`config.mk`:
```
export PLATFORM = sky130hd
export DESIGN_NAME = product_accumulator_flat
export DESIGN_NICKNAME = d
export VERILOG_FILES = /design/src/rtl/product_accumulator_if.sv /design/src/rtl/product_accumulator.sv /design/src/flat_wrapper.sv
export SDC_FILE = /design/constraint.sdc
export NUM_CORES = 1
export LEC_CHECK = 0
export CAP_MARGIN = 5
export CORE_MARGIN = 2
export CORE_UTILIZATION = 44
export DETAILED_ROUTE_END_ITERATION = 10
export PLACE_DENSITY = 0.67
export REMOVE_ABC_BUFFERS = 1
export SLEW_MARGIN = 20
export SYNTH_ARGS = -nofsm -noshare
export SYNTH_HDL_FRONTEND = slang
export SYNTH_SLANG_ARGS = --single-unit
```
`constraint.sdc`:
```
create_clock -name clk -period 2.6 [get_ports clk]
set_input_delay 0.26 -clock clk [delete_from_list [all_inputs] [get_ports clk]]
set_output_delay 0.26 -clock clk [all_outputs]
set_load 0.02 [all_outputs]
```
`src/rtl/product_accumulator_if.sv`:
```
// Product/result handshake bundle for product_accumulator.
// master drives products and takes results; slave is the accumulator itself.
interface product_accumulator_if #(
   parameter int ACC_W = 12
);
   logic [7:0]       product;
   logic             in_valid;
   logic             in_ready;
   logic             clear;
   logic [ACC_W-1:0] sum;
   logic             overflow;
   logic             out_valid;
   logic             out_ready;

   modport master (
      output product, in_valid, clear, out_ready,
      input  in_ready, sum, overflow, out_valid
   );

   modport slave (
      input  product, in_valid, clear, out_ready,
      output in_ready, sum, overflow, out_valid
   );
endinterface

```
`src/rtl/product_accumulator.sv`:
```
// Sums BLOCK_LEN unsigned 8-bit products per result and holds the result until it is taken.
// Define PRODUCT_ACC_SATURATE_EN to clamp at 2^ACC_W-1 on overflow instead of wrapping.
//
// state  | meaning
// S_ACC  | collecting products, in_ready=1 (unless reset was seen last edge)
// S_HOLD | presenting sum/overflow, out_valid=1
module product_accumulator #(
   parameter int ACC_W     = 12,
   parameter int BLOCK_LEN = 4
) (
   input logic                   clk,
   input logic                   rst_n,
   product_accumulator_if.slave  bus
);

   localparam int CNT_W = (BLOCK_LEN > 1) ? $clog2(BLOCK_LEN) : 1;
   localparam logic [CNT_W-1:0] LAST_CNT = CNT_W'(BLOCK_LEN - 1);
`ifdef PRODUCT_ACC_SATURATE_EN
   localparam logic [ACC_W-1:0] ACC_MAX = '1;
`endif

   typedef enum logic {
      S_ACC  = 1'b0,
      S_HOLD = 1'b1
   } state_t;

   state_t           state;
   state_t           state_nxt;
   logic [ACC_W-1:0] acc;
   logic [ACC_W-1:0] acc_nxt;
   logic [ACC_W-1:0] sum_q;
   logic [CNT_W-1:0] cnt;
   logic             flag;
   logic             flag_nxt;
   logic             ovf_q;
   logic             rst_hold;
   logic [ACC_W:0]   add_ext;
   logic             accept;
   logic             last;
   logic             in_ready_c;
   logic             out_valid_c;

   assign accept  = bus.in_valid & in_ready_c;
   assign last    = (cnt == LAST_CNT);
   assign add_ext = {1'b0, acc} + (ACC_W+1)'(bus.product);

   always_comb begin
      flag_nxt = flag | add_ext[ACC_W];
`ifdef PRODUCT_ACC_SATURATE_EN
      // once clamped, stay clamped until the block ends
      acc_nxt  = (add_ext[ACC_W] | flag) ? ACC_MAX : add_ext[ACC_W-1:0];
`else
      acc_nxt  = add_ext[ACC_W-1:0];
`endif
   end

   always_ff @(posedge clk) begin
      if (!rst_n) begin
         state <= S_ACC;
      end else begin
         state <= state_nxt;
      end
   end

   // keeps in_ready low for the cycle following any reset edge
   always_ff @(posedge clk) begin
      rst_hold <= ~rst_n;
   end

   always_comb begin
      state_nxt = state;
      case (state)
         S_ACC: begin
            if (!bus.clear && accept && last) begin
               state_nxt = S_HOLD;
            end
         end
         S_HOLD: begin
            if (bus.clear || bus.out_ready) begin
               state_nxt = S_ACC;
            end
         end
         default: state_nxt = S_ACC;
      endcase
   end

   always_comb begin
      in_ready_c  = 1'b0;
      out_valid_c = 1'b0;
      case (state)
         S_ACC:   in_ready_c  = ~rst_hold;
         S_HOLD:  out_valid_c = 1'b1;
         default: ;
      endcase
   end

   always_ff @(posedge clk) begin
      if (!rst_n) begin
         acc   <= '0;
         cnt   <= '0;
         flag  <= 1'b0;
         sum_q <= '0;
         ovf_q <= 1'b0;
      end else if (state == S_ACC) begin
         if (bus.clear) begin
            acc  <= '0;
            cnt  <= '0;
            flag <= 1'b0;
         end else if (accept) begin
            if (last) begin
               sum_q <= acc_nxt;
               ovf_q <= flag_nxt;
               acc   <= '0;
               cnt   <= '0;
               flag  <= 1'b0;
            end else begin
               acc  <= acc_nxt;
               cnt  <= cnt + 1'b1;
               flag <= flag_nxt;
            end
         end
      end
   end

   assign bus.in_ready  = in_ready_c;
   assign bus.out_valid = out_valid_c;
   assign bus.sum       = sum_q;
   assign bus.overflow  = ovf_q;

endmodule

```
`src/flat_wrapper.sv`:
```
// flat-port wrapper written by rule: the top's interface ports become plain ports
module product_accumulator_flat 
#(
   parameter int ACC_W     = 12,
   parameter int BLOCK_LEN = 4
)
  (clk, rst_n, bus_product, bus_in_valid, bus_clear, bus_out_ready, bus_in_ready, bus_sum, bus_overflow, bus_out_valid);
  product_accumulator_if #(.ACC_W(ACC_W)) bus_i ();
  input logic clk;
  input logic rst_n;
  input wire logic [$bits(bus_i.product)-1:0] bus_product;
  input wire logic [$bits(bus_i.in_valid)-1:0] bus_in_valid;
  input wire logic [$bits(bus_i.clear)-1:0] bus_clear;
  input wire logic [$bits(bus_i.out_ready)-1:0] bus_out_ready;
  output wire logic [$bits(bus_i.in_ready)-1:0] bus_in_ready;
  output wire logic [$bits(bus_i.sum)-1:0] bus_sum;
  output wire logic [$bits(bus_i.overflow)-1:0] bus_overflow;
  output wire logic [$bits(bus_i.out_valid)-1:0] bus_out_valid;
  assign bus_i.product = bus_product;
  assign bus_i.in_valid = bus_in_valid;
  assign bus_i.clear = bus_clear;
  assign bus_i.out_ready = bus_out_ready;
  assign bus_in_ready = bus_i.in_ready;
  assign bus_sum = bus_i.sum;
  assign bus_overflow = bus_i.overflow;
  assign bus_out_valid = bus_i.out_valid;
  product_accumulator #(.ACC_W(ACC_W), .BLOCK_LEN(BLOCK_LEN)) u_core (.clk(clk), .rst_n(rst_n), .bus(bus_i));
endmodule
```
Yosys cells after proc, flatten, opt, wreduce, memory -nomap -nowiden
Cells that the tools add are included.
{"block": "totals", "regBits": 30, "output_inout_bits": 15, "wordCells": 37}
{"block": "classes", "addsub": 2, "eq_ne": 1, "n_mux": 14, "n_bitwise": 6, "n_reduce_logical": 7}
{"op": "$mux W12", "count": 3}
{"op": "$add A12 B8 Y13", "count": 1}
{"op": "$mux W1", "count": 7}
{"op": "$mux W2", "count": 3}
{"op": "$not A1 Y1", "count": 4}
{"op": "$reduce_and A4 Y1", "count": 1}
{"op": "$add A2 B1 Y2 const B", "count": 1}
{"op": "$eq A2 B2 Y1 const B", "count": 1}
{"op": "$logic_and A1 B1 Y1", "count": 2}
{"op": "$pmux W1 S2", "count": 1}
{"op": "$reduce_and A2 Y1", "count": 1}
{"op": "$reduce_bool A2 Y1", "count": 1}
{"op": "$and A1 B1 Y1", "count": 1}
{"op": "$logic_not A1 Y1", "count": 1}
{"op": "$logic_or A1 B1 Y1", "count": 1}
{"op": "$or A1 B1 Y1", "count": 1}

Depth between registers and ports, before layout
Gate-level depths: netlist (run 1).
{"block": "logic_depth", "depth_word": 7, "depth_mapped": 8, "ltp_nobuf": 8}

Worst setup path after synthesis (run 1)
No wires, ideal clock.
{"block": "synth_timing", "path_kind": "register to register", "start": "reg u_core.cnt[0]", "end": "reg u_core.acc[4]", "setup_time_ns": 0.070, "t_arrival_ns": 1.792, "required_ns": 2.530, "slack_ns": 0.737, "path_stages_with_launch": 8, "cell_sequence": "dfxtp_1 -> ha_1 -> or2_0 -> buf_2 -> or3b_1 -> clkbuf_2 -> or3_1 -> a21oi_1"}
{"block": "synth_between", "elab_chain_len": 4}
{"item": "from (decl)", "line_no": "product_accumulator.sv:32", "text": "logic [CNT_W-1:0] cnt;"}
{"item": "from (signal assigned)", "line_no": "product_accumulator.sv:118", "text": "cnt <= cnt + 1'b1;"}
{"item": "$eq A2 B2 Y1", "line_no": "product_accumulator.sv:44", "text": "assign last = (cnt == LAST_CNT);"}
{"item": "$mux W12", "line_no": "product_accumulator.sv:110", "text": "if (last) begin"}
{"item": "$mux W12", "line_no": "product_accumulator.sv:109", "text": "end else if (accept) begin"}
{"item": "$mux W12", "line_no": "product_accumulator.sv:105", "text": "if (bus.clear) begin"}
{"item": "to (signal assigned)", "line_no": "product_accumulator.sv:117", "text": "acc <= acc_nxt;"}
{"item": "to (decl)", "line_no": "product_accumulator.sv:29", "text": "logic [ACC_W-1:0] acc;"}
No other way between the ends. The select of a mux whose other input is x is not followed.
A chain may end at the register's enable or synchronous reset.

Worst setup path in the final report (run 1)
{"block": "layout_timing", "start": "in bus_product[3]", "end": "reg u_core.sum_q[10] (netlist: u_core.bus.sum[10])"}
{"block": "layout_between", "elab_chain_len": 1}
{"item": "from (decl)", "line_no": "flat_wrapper.sv:11", "text": "input wire logic [$bits(bus_i.product)-1:0] bus_product;"}
{"item": "$add A12 B8 Y13", "line_no": "product_accumulator.sv:45", "text": "assign add_ext = {1'b0, acc} + (ACC_W+1)'(bus.product);"}
{"item": "to (signal assigned)", "line_no": "product_accumulator.sv:111", "text": "sum_q <= acc_nxt;"}
{"item": "to (decl)", "line_no": "product_accumulator.sv:31", "text": "logic [ACC_W-1:0] sum_q;"}
No other way between the ends.

==> results of run 1 <==
[Yosys cell counts (2+ instances only)]
master | n | area share [%]
clkbuf_1 | 8 | 1.9
a31oi_1 | 3 | 1.2
o21ai_0 | 10 | 3.1
o21bai_1 | 2 | 0.93
dfxtp_1 | 30 | 37
nand2_1 | 16 | 3.7
a21oi_1 | 16 | 5.0
ha_1 | 9 | 7.0
nor2_1 | 13 | 3.0
o211ai_1 | 4 | 1.9
a22oi_1 | 2 | 0.93
nand4_1 | 3 | 1.2
a32oi_1 | 2 | 1.1
o311ai_0 | 5 | 2.7
nor2b_1 | 2 | 0.78
xnor2_1 | 2 | 1.1
and3_1 | 4 | 1.6
and2_1 | 4 | 1.6
a21o_1 | 7 | 3.3
inv_1 | 10 | 2.3
or3_1 | 4 | 1.6
nor3_1 | 4 | 1.2
nand3_1 | 18 | 5.6
[power by group through the flow]
stage	clock [mW]	sequential, mW	combinational, mW
after floorplan	0	0.479	0.0643
after global placement	0	0.480	0.111
after detailed placement	0	0.481	0.113
after CTS	0.295	0.470	0.114
after global routing	0.326	0.471	0.127
final	0.287	0.470	0.115
[area by class of cell]
cell class / instances / area share (%)
clock buffer: 7 / 2.72
clock inverter: 1 / 0.248
inverter: 10 / 1.86
multi-input combinational: 147 / 45.9
sequential: 30 / 29.7
tap: 46 / 2.85
timing repair buffer: 36 / 16.7
[flip-flops by register name, summed over array words and instances (netlist names)]
name / flops
u_core.flag: 1
u_core.bus.overflow: 1
u_core.bus.sum: 12
u_core.rst_hold: 1
u_core.cnt: 2
u_core.state: 1
u_core.acc: 12
[routing by layer]
| metal | global-route usage [%] | wire length [um] | vias to the layer above |
|---|---|---|---|
| met2 | 33.3 | 1830 | 34 |
| met4 | 7.71 | 36 | 0 |
| met5 | 0 | 0 | - |
| met3 | 4.34 | 136 | 4 |
| li1 | - | - | 788 |
| met1 | 26.5 | 1850 | 702 |
[kinds of logic (layout without fill, tap and decap cells)]
| group | Yosys count | count (layout) | share of synthesized area [%] |
|---|---|---|---|
| buffers and inverters | 20 | 54 | 4.83 |
| AND/OR/NAND/NOR | 75 | 75 | 23.9 |
| adder cells (fa/ha/maj) | 10 | 10 | 8.26 |
| flip-flops | 30 | 30 | 37.4 |
| AO/OA/AOI/OAI | 59 | 59 | 24.0 |
| XOR/XNOR | 3 | 3 | 1.64 |
[through the flow]
stage / cells / hold WS (ns)
finish: 277 / 0.457
global route: 277 / 0.493
CTS: 277 / 0.461
detailed placement: 269 / 0.447
global placement: 269 / 0.444
floorplan: 187 / 0.382
[final timing paths]
kind                         to         startpoint  depth (start not counted)
max          u_core.bus.sum[10]     bus_product[3]                          8
min           u_core.bus.sum[3]  u_core.bus.sum[3]                          2
max reg2reg       u_core.acc[4]      u_core.cnt[0]                          5
min reg2reg   u_core.bus.sum[3]  u_core.bus.sum[3]                          2
[critical path, cell delays in order]
cell and delay (ns):
clkdlybuf4s50_1 0.41, ha_1 0.35, a21o_1 0.21, a221oi_1 0.40
o21ai_1 0.10, buf_4 0.17, or3_1 0.34, nand3_1 0.09
==> qor.csv, run 1 <==
metric;value;unit
status;completed;
p_int;0.649;mW
die_area;0.00415;mm2
max_slew.worst_pin.slew;0.445;ns
core-area;0.00342;mm2
detail_route.first_pass.iterations;4;
fmax;482;MHz
grt_pass1_vias;1492;
cp-start-kind;input port;
numCtsBuffers;5;
area_growth;25.9;%
layout-drive-gt1-share;7.79;%
final_util;59.2;%
min_path_type;reg -> reg;
die_h;64.4;um
final_nets;253;
yosysWarnings;0;
fill_cells;319;
drv_slew;0;
synth_async_sr_flop_share;0;%
syn_area_per_cell;8.16;um2
cts_tree;built;
skew;0.0105;ns
p_sw_share;25.5;%
setup_viol;0;
clkTransAtPathRegs;0.10;ns
total_power;0.872;mW
post_cts_resized;0;
io_buffers;27;
start_util;47.0;%
hold_viol;0;
hold_buffers;0;
dp_hpwl;2790;um
grt_overflow_total;0;
cp-end-kind;flop;
cts.path.max_buffers;2;
arrival;2.34;ns
ioPinCount;28;
stdcell_area;0.00202;mm2
synthDistinctLibCells;42;
gr-usage-all-layers;20.4;%
tns;0;ns
dpl_cell_area;0.00196;mm2
p_per_area;431;mW/mm2
r2r_setup_slack;0.55;ns
ys.flop_type;dfxtp_1;
critPathMaxFanout;9;
antenna_found_initial;0;
drv_cap;0;
p_leak;0.784;nW
synth-seq-cells;30;
combPwrFrac;13.1;%
fin_crit;2.08;ns
insertion_delay;0.32;ns
finalCritPeriodShare;79.8;%
worstSetupPathType;in -> reg;
syn_area;0.00161;mm2
p_clk_share;32.9;%
postCtsSetupRepairBufs;0;
drc;0;
cp.required;2.86;ns
rows;21;
clock-root-buffer;clkbuf_4;
rsz0062_at_grt;no;
ff_latch_area;601;um2
slew_headroom;69.9;%
htreeDepth;2;
die_w;64.4;um
grt_pass1_wl;6570;um
peakVddDrop;0.000275;V
p_sw;0.222;mW
finalWorstSetupSlack;0.525;ns
synth-edff-count;0;
final_antenna_net_count;0;
vias_per_cell;5.52;
place_congestion;0.831;
cts_sinks;30;
first_iter_violations;76;
syn_inst;197;
pre_cts_ws;0.220;ns
p_seq_share;53.9;%
wl;3850;um
grt_start_max_net_pins;19;
layout_common_cells;dfxtp_1 (30), clkdlybuf4s50_1 (27), nand3_1 (18);
num_antenna_cells;0;
final_common_cell;dfxtp_1;
ys_seq_area_share;37.4;%
multi_input_comb_area;928;um2
wl_per_cell;13.9;um
num_vias;1528;
No activity file was read; power rests on OpenSTA's default activity.
==> run 2: changes to the inputs <==
Clock period 2.6 ns to 2.1 ns, I/O delays scaled along.
==> qor.csv, run 2 (synthesized netlist as in run 1, its figures left out) <==
metric;value;unit;change
htreeDepth;2;;unchanged
status;completed;;unchanged
grt_pass1_vias;1525;;was 1492
hold_viol;0;;unchanged
slew_headroom;74.1;%;was 69.9%
final_common_cell;dfxtp_1;;unchanged
place_congestion;0.785;;was 0.831
die_w;64.4;um;unchanged
num_vias;1609;;was 1528
core-area;0.00342;mm2;unchanged
numCtsBuffers;5;;unchanged
drc;0;;unchanged
arrival;2.22;ns;was 2.34 ns
grt_start_max_net_pins;18;;was 19
grt_pass1_wl;6890;um;was 6570 um
rsz0062_at_grt;no;;unchanged
fill_cells;325;;was 319
cts_sinks;30;;unchanged
skew;0.0110;ns;was 0.0105 ns
wl_per_cell;14.6;um;was 13.9 um
final_nets;264;;was 253
start_util;47.0;%;unchanged
peakVddDrop;0.000383;V;was 0.000275 V
clkTransAtPathRegs;0.09;ns;was 0.10 ns
io_buffers;27;;unchanged
insertion_delay;0.33;ns;was 0.32 ns
pre_cts_ws;-0.245;ns;was 0.220 ns
multi_input_comb_area;937;um2;was 928 um2
setup_viol;0;;unchanged
first_iter_violations;99;;was 76
highest_layer;met4;;unchanged
die_area;0.00415;mm2;unchanged
clock-root-buffer;clkbuf_4;;unchanged
ioPinCount;28;;unchanged
cts_tree;built;;unchanged
drv_slew;0;;unchanged
cts.path.max_buffers;2;;unchanged
rows;21;;unchanged
cp.required;2.37;ns;was 2.86 ns
p_per_area;504;mW/mm2;was 431 mW/mm2
worstSetupPathType;reg -> reg;;was in -> reg
dp_hpwl;3060;um;was 2790 um
fin_crit;1.95;ns;
detail_route.first_pass.iterations;4;;unchanged
drv_cap;0;;unchanged
layout_common_cells;dfxtp_1 (30), clkdlybuf4s50_1 (27), buf_4 (20);;was dfxtp_1 (30), clkdlybuf4s50_1 (27), nand3_1 (18)
met2WireLength;1980;um;was 1830 um
wirelength_met1;1980;um;was 1850 um
r2r_setup_slack;0.15;ns;was 0.55 ns
final_antenna_net_count;0;;unchanged
max_slew.worst_pin.slew;0.383;ns;was 0.445 ns
gr-usage-all-layers;21.5;%;was 20.4%
total_power;1.06;mW;was 0.872 mW
num_antenna_cells;0;;unchanged
area_growth;30.6;%;was 25.9%
cp-end-kind;flop;;unchanged
finalCritPeriodShare;92.9;%;
antenna_found_initial;0;;unchanged
dr_wl_met3;160;um;was 136 um
vias_per_cell;5.61;;was 5.52
dpl_cell_area;0.00204;mm2;was 0.00196 mm2
postCtsSetupRepairBufs;0;;unchanged
critPathMaxFanout;9;;unchanged
wl;4180;um;was 3850 um
die_h;64.4;um;unchanged
layout-drive-gt1-share;12.0;%;was 7.79%
stdcell_area;0.00210;mm2;was 0.00202 mm2
fmax;513;MHz;
grt_overflow_total;0;;unchanged
finalWorstSetupSlack;0.150;ns;was 0.525 ns
ff_latch_area;601;um2;unchanged
min_path_type;reg -> reg;;unchanged
hold_buffers;0;;unchanged
cp-start-kind;flop;;was input port
p_leak;0.830;nW;was 0.784 nW
-- run 2: cell types whose count changed in the layout (fill, tap and decap cells not counted), sizes merged --
cell | before | now
buf | 9 | 20
clkinv | 1 | 0
-- run 2: stage by stage --
step / std cells / hold WS [ns] / util, % / setup TNS, ns
after detailed placement: 280 / 0.453 / 59.9 / -1.34
after global placement: 280 / 0.446 / 59.9 / -0.904
final: 287 / 0.465 / 61.4 / 0
after CTS: 287 / 0.468 / 61.2 / 0
after global routing: 287 / 0.494 / 61.4 / 0
after floorplan: 187 / 0.332 / - / 0
-- run 2: layout make-up --
class / instances / area share (%)
clock buffers: 7 / 2.15
multi-input cells: 147 / 44.7
well taps: 46 / 2.74
flip-flops and latches: 30 / 28.6
inverters: 10 / 1.79
repair buffers: 47 / 20.0
-- run 2: layer usage --
layer | global-route usage (%) | vias up
li1 | - | 812
met1 | 27.7 | 757
met2 | 35.8 | 33
met3 | 4.51 | 7
met4 | 7.45 | 0
met5 | 0 | -
-- run 2: power by group --
part	internal, mW	switching [mW]
registers	0.577	0.00534
logic	0.0774	0.0819
clock network	0.126	0.191
total	0.780	0.278
-- run 2: worst max-delay path: stages (launching register included) --
cell,delay (ns)
dfxtp_1,0.33
ha_1,0.31
a21o_1,0.22
a221oi_2,0.33
o21ai_1,0.10
buf_4,0.17
or3_1,0.34
nand3_1,0.10
-- run 2: final timing paths --
kind | cells past startpoint | start | to
max | 7 | u_core.acc[3] | u_core.bus.sum[10]
min | 2 | u_core.bus.sum[0] | u_core.bus.sum[0]
max reg2reg | 7 | u_core.acc[3] | u_core.bus.sum[10]
min reg2reg | 2 | u_core.bus.sum[0] | u_core.bus.sum[0]
-- run 2: what timing repair did --
action | in CTS | in global routing
hold endpoints to repair | 0 | 0
resized for setup | 0 | 2
endpoints found under the setup margin | 0 | 2
